<file path="src/rtl/seq_mult_ctrl.sv">
// Iterative shift-and-add unsigned multiplier: one shared WIDTH-bit adder is
// stepped WIDTH times per product, under control of a three-state FSM.
module seq_mult_ctrl #(
    parameter int WIDTH = 4
) (
    input  logic                 clk,
    input  logic                 rst_n,
    input  logic                 start,
    input  logic [WIDTH-1:0]     m,
    input  logic [WIDTH-1:0]     q,
    output logic                 busy,
    output logic                 done,
    output logic [2*WIDTH-1:0]   product
);

    localparam int CW = $clog2(WIDTH + 1);

    typedef enum logic [1:0] {
        IDLE = 2'd0,
        RUN  = 2'd1,
        DONE = 2'd2
    } state_t;

    state_t           state;
    logic [WIDTH-1:0] m_reg;
    logic [WIDTH-1:0] a_reg;
    logic [WIDTH-1:0] q_reg;
    logic             c_reg;
    logic [CW-1:0]    count;
    logic [WIDTH:0]   sum;

    // Carry is kept as the top bit of the sum so the shifted-in MSB is exact.
    assign sum = {c_reg, a_reg} + {1'b0, (q_reg[0] ? m_reg : '0)};

    // NOTE: all state here is sequential, so every assignment is non-blocking;
    // blocking assignments would make the shift read already-updated values.
    always_ff @(posedge clk or negedge rst_n) begin
        if (!rst_n) begin
            state   <= IDLE;
            busy    <= 1'b0;
            done    <= 1'b0;
            product <= '0;
            m_reg   <= '0;
            a_reg   <= '0;
            q_reg   <= '0;
            c_reg   <= 1'b0;
            count   <= '0;
        end else begin
            case (state)
                IDLE, DONE: begin
                    done <= 1'b0;
                    if (start) begin
                        m_reg <= m;
                        q_reg <= q;
                        a_reg <= '0;
                        c_reg <= 1'b0;
                        count <= CW'(WIDTH);
                        state <= RUN;
                        busy  <= 1'b1;
                    end else begin
                        state <= IDLE;
                        busy  <= 1'b0;
                    end
                end
                RUN: begin
                    // {C,A,Q} >> 1 with zero into C: sum drops into A, its LSB into Q.
                    c_reg <= 1'b0;
                    a_reg <= sum[WIDTH:1];
                    q_reg <= {sum[0], q_reg[WIDTH-1:1]};
                    count <= count - CW'(1);
                    if (count == CW'(1)) begin
                        product <= {sum, q_reg[WIDTH-1:1]};
                        state   <= DONE;
                        busy    <= 1'b0;
                        done    <= 1'b1;
                    end
                end
                default: begin
                    state <= IDLE;
                    busy  <= 1'b0;
                    done  <= 1'b0;
                end
            endcase
        end
    end

endmodule

</file>
<file path="config.mk">
export PLATFORM = sky130hd
export DESIGN_NAME = seq_mult_ctrl
export DESIGN_NICKNAME = d
export VERILOG_FILES = /design/src/rtl/seq_mult_ctrl.sv
export SDC_FILE = /design/constraint.sdc
export NUM_CORES = 1
export LEC_CHECK = 0
export BUFFER_PORTS_ARGS = -buffer_cell sky130_fd_sc_hd__buf_2
export CAP_MARGIN = 40
export CELL_PAD_IN_SITES_DETAIL_PLACEMENT = 0
export CELL_PAD_IN_SITES_GLOBAL_PLACEMENT = 1
export CORE_MARGIN = 2
export CORE_UTILIZATION = 38
export DETAILED_ROUTE_END_ITERATION = 6
export GPL_TIMING_DRIVEN = 1
export PLACE_DENSITY_LB_ADDON = 0.1
export SKIP_LAST_GASP = 1
export SYNTH_ARGS = -nofsm -noshare
export SYNTH_HDL_FRONTEND = slang
export SYNTH_SLANG_ARGS = --single-unit
</file>
<file path="constraint.sdc">
create_clock -name clk -period 1.6 [get_ports clk]
set_input_delay 0.48 -clock clk [delete_from_list [all_inputs] [get_ports clk]]
set_output_delay 0.48 -clock clk [all_outputs]
set_load 0.02 [all_outputs]
</file>
Word-level counts from Yosys, hierarchy flattened
Cells that the tools add are included.

storage, ports and cells
  flip-flop bits (word level) = 28
  input port bits = 11
  output and inout port bits = 10
  logic and storage cells = 39

operators by class
  reduce and logical (&&, ||, !) cells = 6
  muxes and demuxes = 17
  equal/unequal tests = 5
  add/sub/neg operators = 2

operator list
  cell                                                                    number
  4-bit case mux with 2 select lines                                      2
  4-bit 2-to-1 mux                                                        3
  1-bit 2-to-1 mux                                                        6
  3-bit case mux with 2 select lines                                      1
  2-bit AND reduction                                                     3
  5-bit by 4-bit adder with 5-bit output                                  1
  2-bit != test (second input constant)                                   2
  1-bit case mux with 2 select lines                                      2
  2-bit case mux with 2 select lines                                      1
  3-bit by 1-bit equality test with 1-bit output (second input constant)  1
  3-bit 2-to-1 mux                                                        1
  3-bit by 1-bit subtractor with 3-bit output (second input constant)     1
  2-bit by 1-bit equality test with 1-bit output (second input constant)  1
  2-bit equality test (second input constant)                             1
  2-bit logical NOT                                                       1
  2-bit 2-to-1 mux                                                        1
  2-bit nonzero test                                                      1
  2-bit OR reduction                                                      1

Logic depth before layout (Yosys ltp)
  depth in word-level cells = 4
  mapped depth = 8

Worst setup path before layout
Ideal clock, no wire load.

  kind = reg2reg
  start point = reg q_reg[0]
  end point = reg a_reg[0]
  setup slack = 0.026 ns
  data arrival time = 1.453 ns
  stages on the path, launching flop included = 7
  data required time = 1.479 ns
  clock period less this slack = 1.574 ns
  path buffers = 0
  path through = dfrtp_1 > and2_1 > ha_1 > inv_1 > fa_1 > o21ai_0 > a22o_1

between the ends
  longest elaborated chain between the ends = 3

RTL lines
  element                                 line  source
  start: declaration                      27    logic [WIDTH-1:0] q_reg;
  start signal: assignment                54    q_reg <= q;
  start signal: assignment                69    q_reg <= {sum[0], q_reg[WIDTH-1:1]};
  4-bit 2-to-1 mux                        33    assign sum = {c_reg, a_reg} + {1'b0, (q_reg[0] ? m_reg : '0)};
  5-bit by 4-bit adder with 5-bit output  33
  4-bit case mux with 2 select lines      49    case (state)
  end signal: assignment                  68    a_reg <= sum[WIDTH:1];
  end: declaration                        26    logic [WIDTH-1:0] a_reg;

No other way between the ends.
A chain may end at the register's enable or synchronous reset.

Worst setup path in the final report
Same ends and word-level chain as after synthesis.

==> summary.md <==
| Metric | Value |
|---|---|
| Actual slew at the worst max-slew pin | 0.6036 ns |
| Global-route wire length before repair | 4.367 mm |
| Vias in the first global route | 984 |
| Die area | 0.003978 mm^2 |
| Max reg flops | 8 |
| P&R area growth vs syn | 14.15% |
| Drt pass-1 iters | 4 |
| Max Freq | 0.6267 GHz |
| Clock Tree Root | clkbuf_4 |
| GRT overflow | 0 |
| DR DRC count | 0 |
| Tcrit/Tclk final | 99.73% |
| Initial antenna violation count | 0 |
| # IOs | 21 |
| Area share of the largest cell type after synthesis | 50.94% |
| Warnings from Yosys | 0 |
| Worst EP arrival | 1.84 ns |
| Initial core utilization | 39.75% |
| Drt total wl | 2.402 mm |
| Net count, final | 176 |
| Inserted Clock Buffers | 3 |
| Cells after synthesis | 135 |
| Power per cell area | 1913 mW/mm^2 |
| Overall power | 2.896 mW |
| Largest net degree at the start of global routing | 28 |
| Hold Path Class | input pin to asynchronous set/reset pin |
| Leak pwr | 0.7710 nW |
| Die span in x | 63.08 um |
| HPWL after DPL | 1.795 mm |
| CTS max path bufs | 2 |
| Mean Syn Cell Area | 9.824 um^2 |
| GPL Wtd Cong | 0.8000 |
| Unrepaired setup endpoints after global routing | yes |
| Slew margin rel. | 59.76% |
| Area occupied by multi-input gates | 604.3 um^2 |
| Via count | 952 |
| Filler cell count | 350 |
| WL/cell | 11.83 um |
| Core Rows | 21 |
| MaxCap Viol Count | 0 |
| Distinct cells, synth | 28 |
| Worst EP required | 1.85 ns |
| Final core utilization | 45.37% |
| DIE HEIGHT | 63.08 um |
| Via density | 4.690 |
| Detail Route Antenna Nets | 0 |
| GRT Total Usage | 13.88% |
| Critical Path Source Type | register |
| Layout cells sized above 1 | 26.11% |
| Fin. Hold Viols | 0 |
| Crit path max fanout | 4 |
| Total negative setup slack | 0 ns |
| Setup violators final | 0 |
| Synthesized Nets | 153 |
| Hold_buf cts | 0 |
| Outcome | complete, no violations |
| Dominant cell type by area after synthesis | dfrtp_1 |
| Setup Skew | 0.003019 ns |
| Max VDD drop | 678.7 uV |
| Final Max Tran Viols | 0 |
| Final worst path period need | 1.596 ns |
| Cell area after synthesis | 0.001326 mm^2 |
| Synth area leaders | dfrtp_1 51%, nand2_1 9.9%, ha_1 5.7% |
| CP Class | register to register |
| Final non-filler cell total | 203 |
| Initial DRC Count | 23 |
| Reg with most FFs | product |
| FF+latch count, synth | 27 |
| Seq/Total Area, Yosys | 50.94% |
| H-tree levels | 1 |
| Critical path capture point type | register |
| Antenna cells | 0 |
| Clock transition at path regs | 0.15 ns |
| Core Region | 0.003337 mm^2 |
| Post-CTS Setup Inserts | 0 |
| Dpl cells | 199 |
| Hold Worst Slack | 0.1253 ns |
| Worst skew pair latency | 0.34 ns |
| CTS tree | done |
| TritonCTS Sinks | 27 |
| Port Buffers | 20 |
| Register area | 675.6 um^2 |
[layer usage]
| metal | wire (um) | vias up | track usage, % |
|---|---|---|---|
| met5 | 0 | - | 0 |
| li1 | - | 479 | - |
| met2 | 1145 | 18 | 23.40 |
| met1 | 1122 | 450 | 17.68 |
| met4 | 48 | 0 | 5.833 |
| met3 | 86 | 5 | 2.143 |
[kinds of logic after synthesis]
| kind of cell | count (synthesis) | synth area share, % |
|---|---|---|
| AND/OR/NAND/NOR | 57 | 20.00 |
| flip-flops | 27 | 50.94 |
| AO/OA/AOI/OAI | 26 | 11.98 |
| buffers and inverters | 12 | 5.660 |
| adder cells (fa/ha/maj) | 7 | 7.170 |
| XOR/XNOR | 3 | 1.981 |
| multiplexers | 3 | 2.264 |
[power by group]
group	leakage, nW	internal, mW	switching, mW
Combinational	0.417	0.623	0.764
Sequential	0.336	0.981	0.220
Clock	0.0177	0.0942	0.213
[cell usage after synthesis]
library cell / n
a21o_1: 2
o21ai_0: 8
a211oi_1: 3
nor2b_2: 1
nand2_2: 1
dfrtp_1: 27
a21oi_2: 1
o21ai_1: 3
nor2b_4: 1
xor2_1: 2
nor3_1: 2
a22o_1: 1
nor2b_1: 4
ha_1: 6
inv_1: 7
nand2b_1: 2
o22ai_1: 1
nor2_1: 6
buf_6: 3
and2b_4: 1
xnor2_1: 1
fa_1: 1
buf_4: 2
nand2_1: 35
a21oi_1: 5
mux2i_1: 3
o21ai_2: 2
and2_1: 4
[what timing repair did]
item / CTS / global route
setup endpoints to repair: 5 / 8
pin swaps: 0 / 3
gates resized for setup: 5 / 5
[cells in the final DEF (no fill, tap or decap), types with 2 or more instances in the layout]
cell,n
nand2_1,35
dfrtp_1,27
a21oi_1,4
and2_1,3
a21oi_2,2
clkbuf_4,3
o21ai_1,5
nor2_1,6
a21o_1,2
inv_1,5
buf_4,3
buf_2,20
inv_2,2
o21ai_0,6
mux2i_1,3
o21ai_2,2
nor2b_1,4
nor3_1,2
nand2b_1,2
ha_1,5
a211oi_1,3
[worst paths after layout]
kind	from	endpoint	slack, ns	cells after the start
min in group clk	m[3]	m_reg[3]$_DFFE_PN0P_	0.32	3
max reg2reg	q_reg[0]$_DFFE_PN0P_	a_reg[0]$_DFFE_PN0P_	0.004	6
max in group asynchronous	rst_n	q_reg[2]$_DFFE_PN0P_	1.08	1
min	rst_n	product[0]$_DFFE_PN0P_	0.13	1
min reg2reg	product[2]$_DFFE_PN0P_	product[2]$_DFFE_PN0P_	0.48	2
max	q_reg[0]$_DFFE_PN0P_	a_reg[0]$_DFFE_PN0P_	0.004	6
[cell type report]
cell class              count  share of cell area (%)
well taps                  46                   3.802
clock inverters             1                  0.3306
clock buffers               3                   1.488
multi-input cells          96                   39.92
inverters                   7                   1.736
repair buffers             23                   8.099
flip-flops and latches     27                   44.63
[worst max-delay path, cell delays in order (launching register included)]
cell     delay [ns]
dfrtp_1        0.41
and2_4         0.16
ha_4           0.12
inv_2          0.03
fa_2           0.53
o21ai_1        0.07
a22o_1         0.18
[per-stage QoR]
stage	cell area (um^2)	setup WS [ns]
after detailed placement	1458	-0.07115
after floorplan	1326	0.02585
after CTS	1491	-0.04417
after global placement	1458	-0.01731
final	1514	0.004318
after global routing	1514	-0.07262
(Power assumes the default switching activity.)
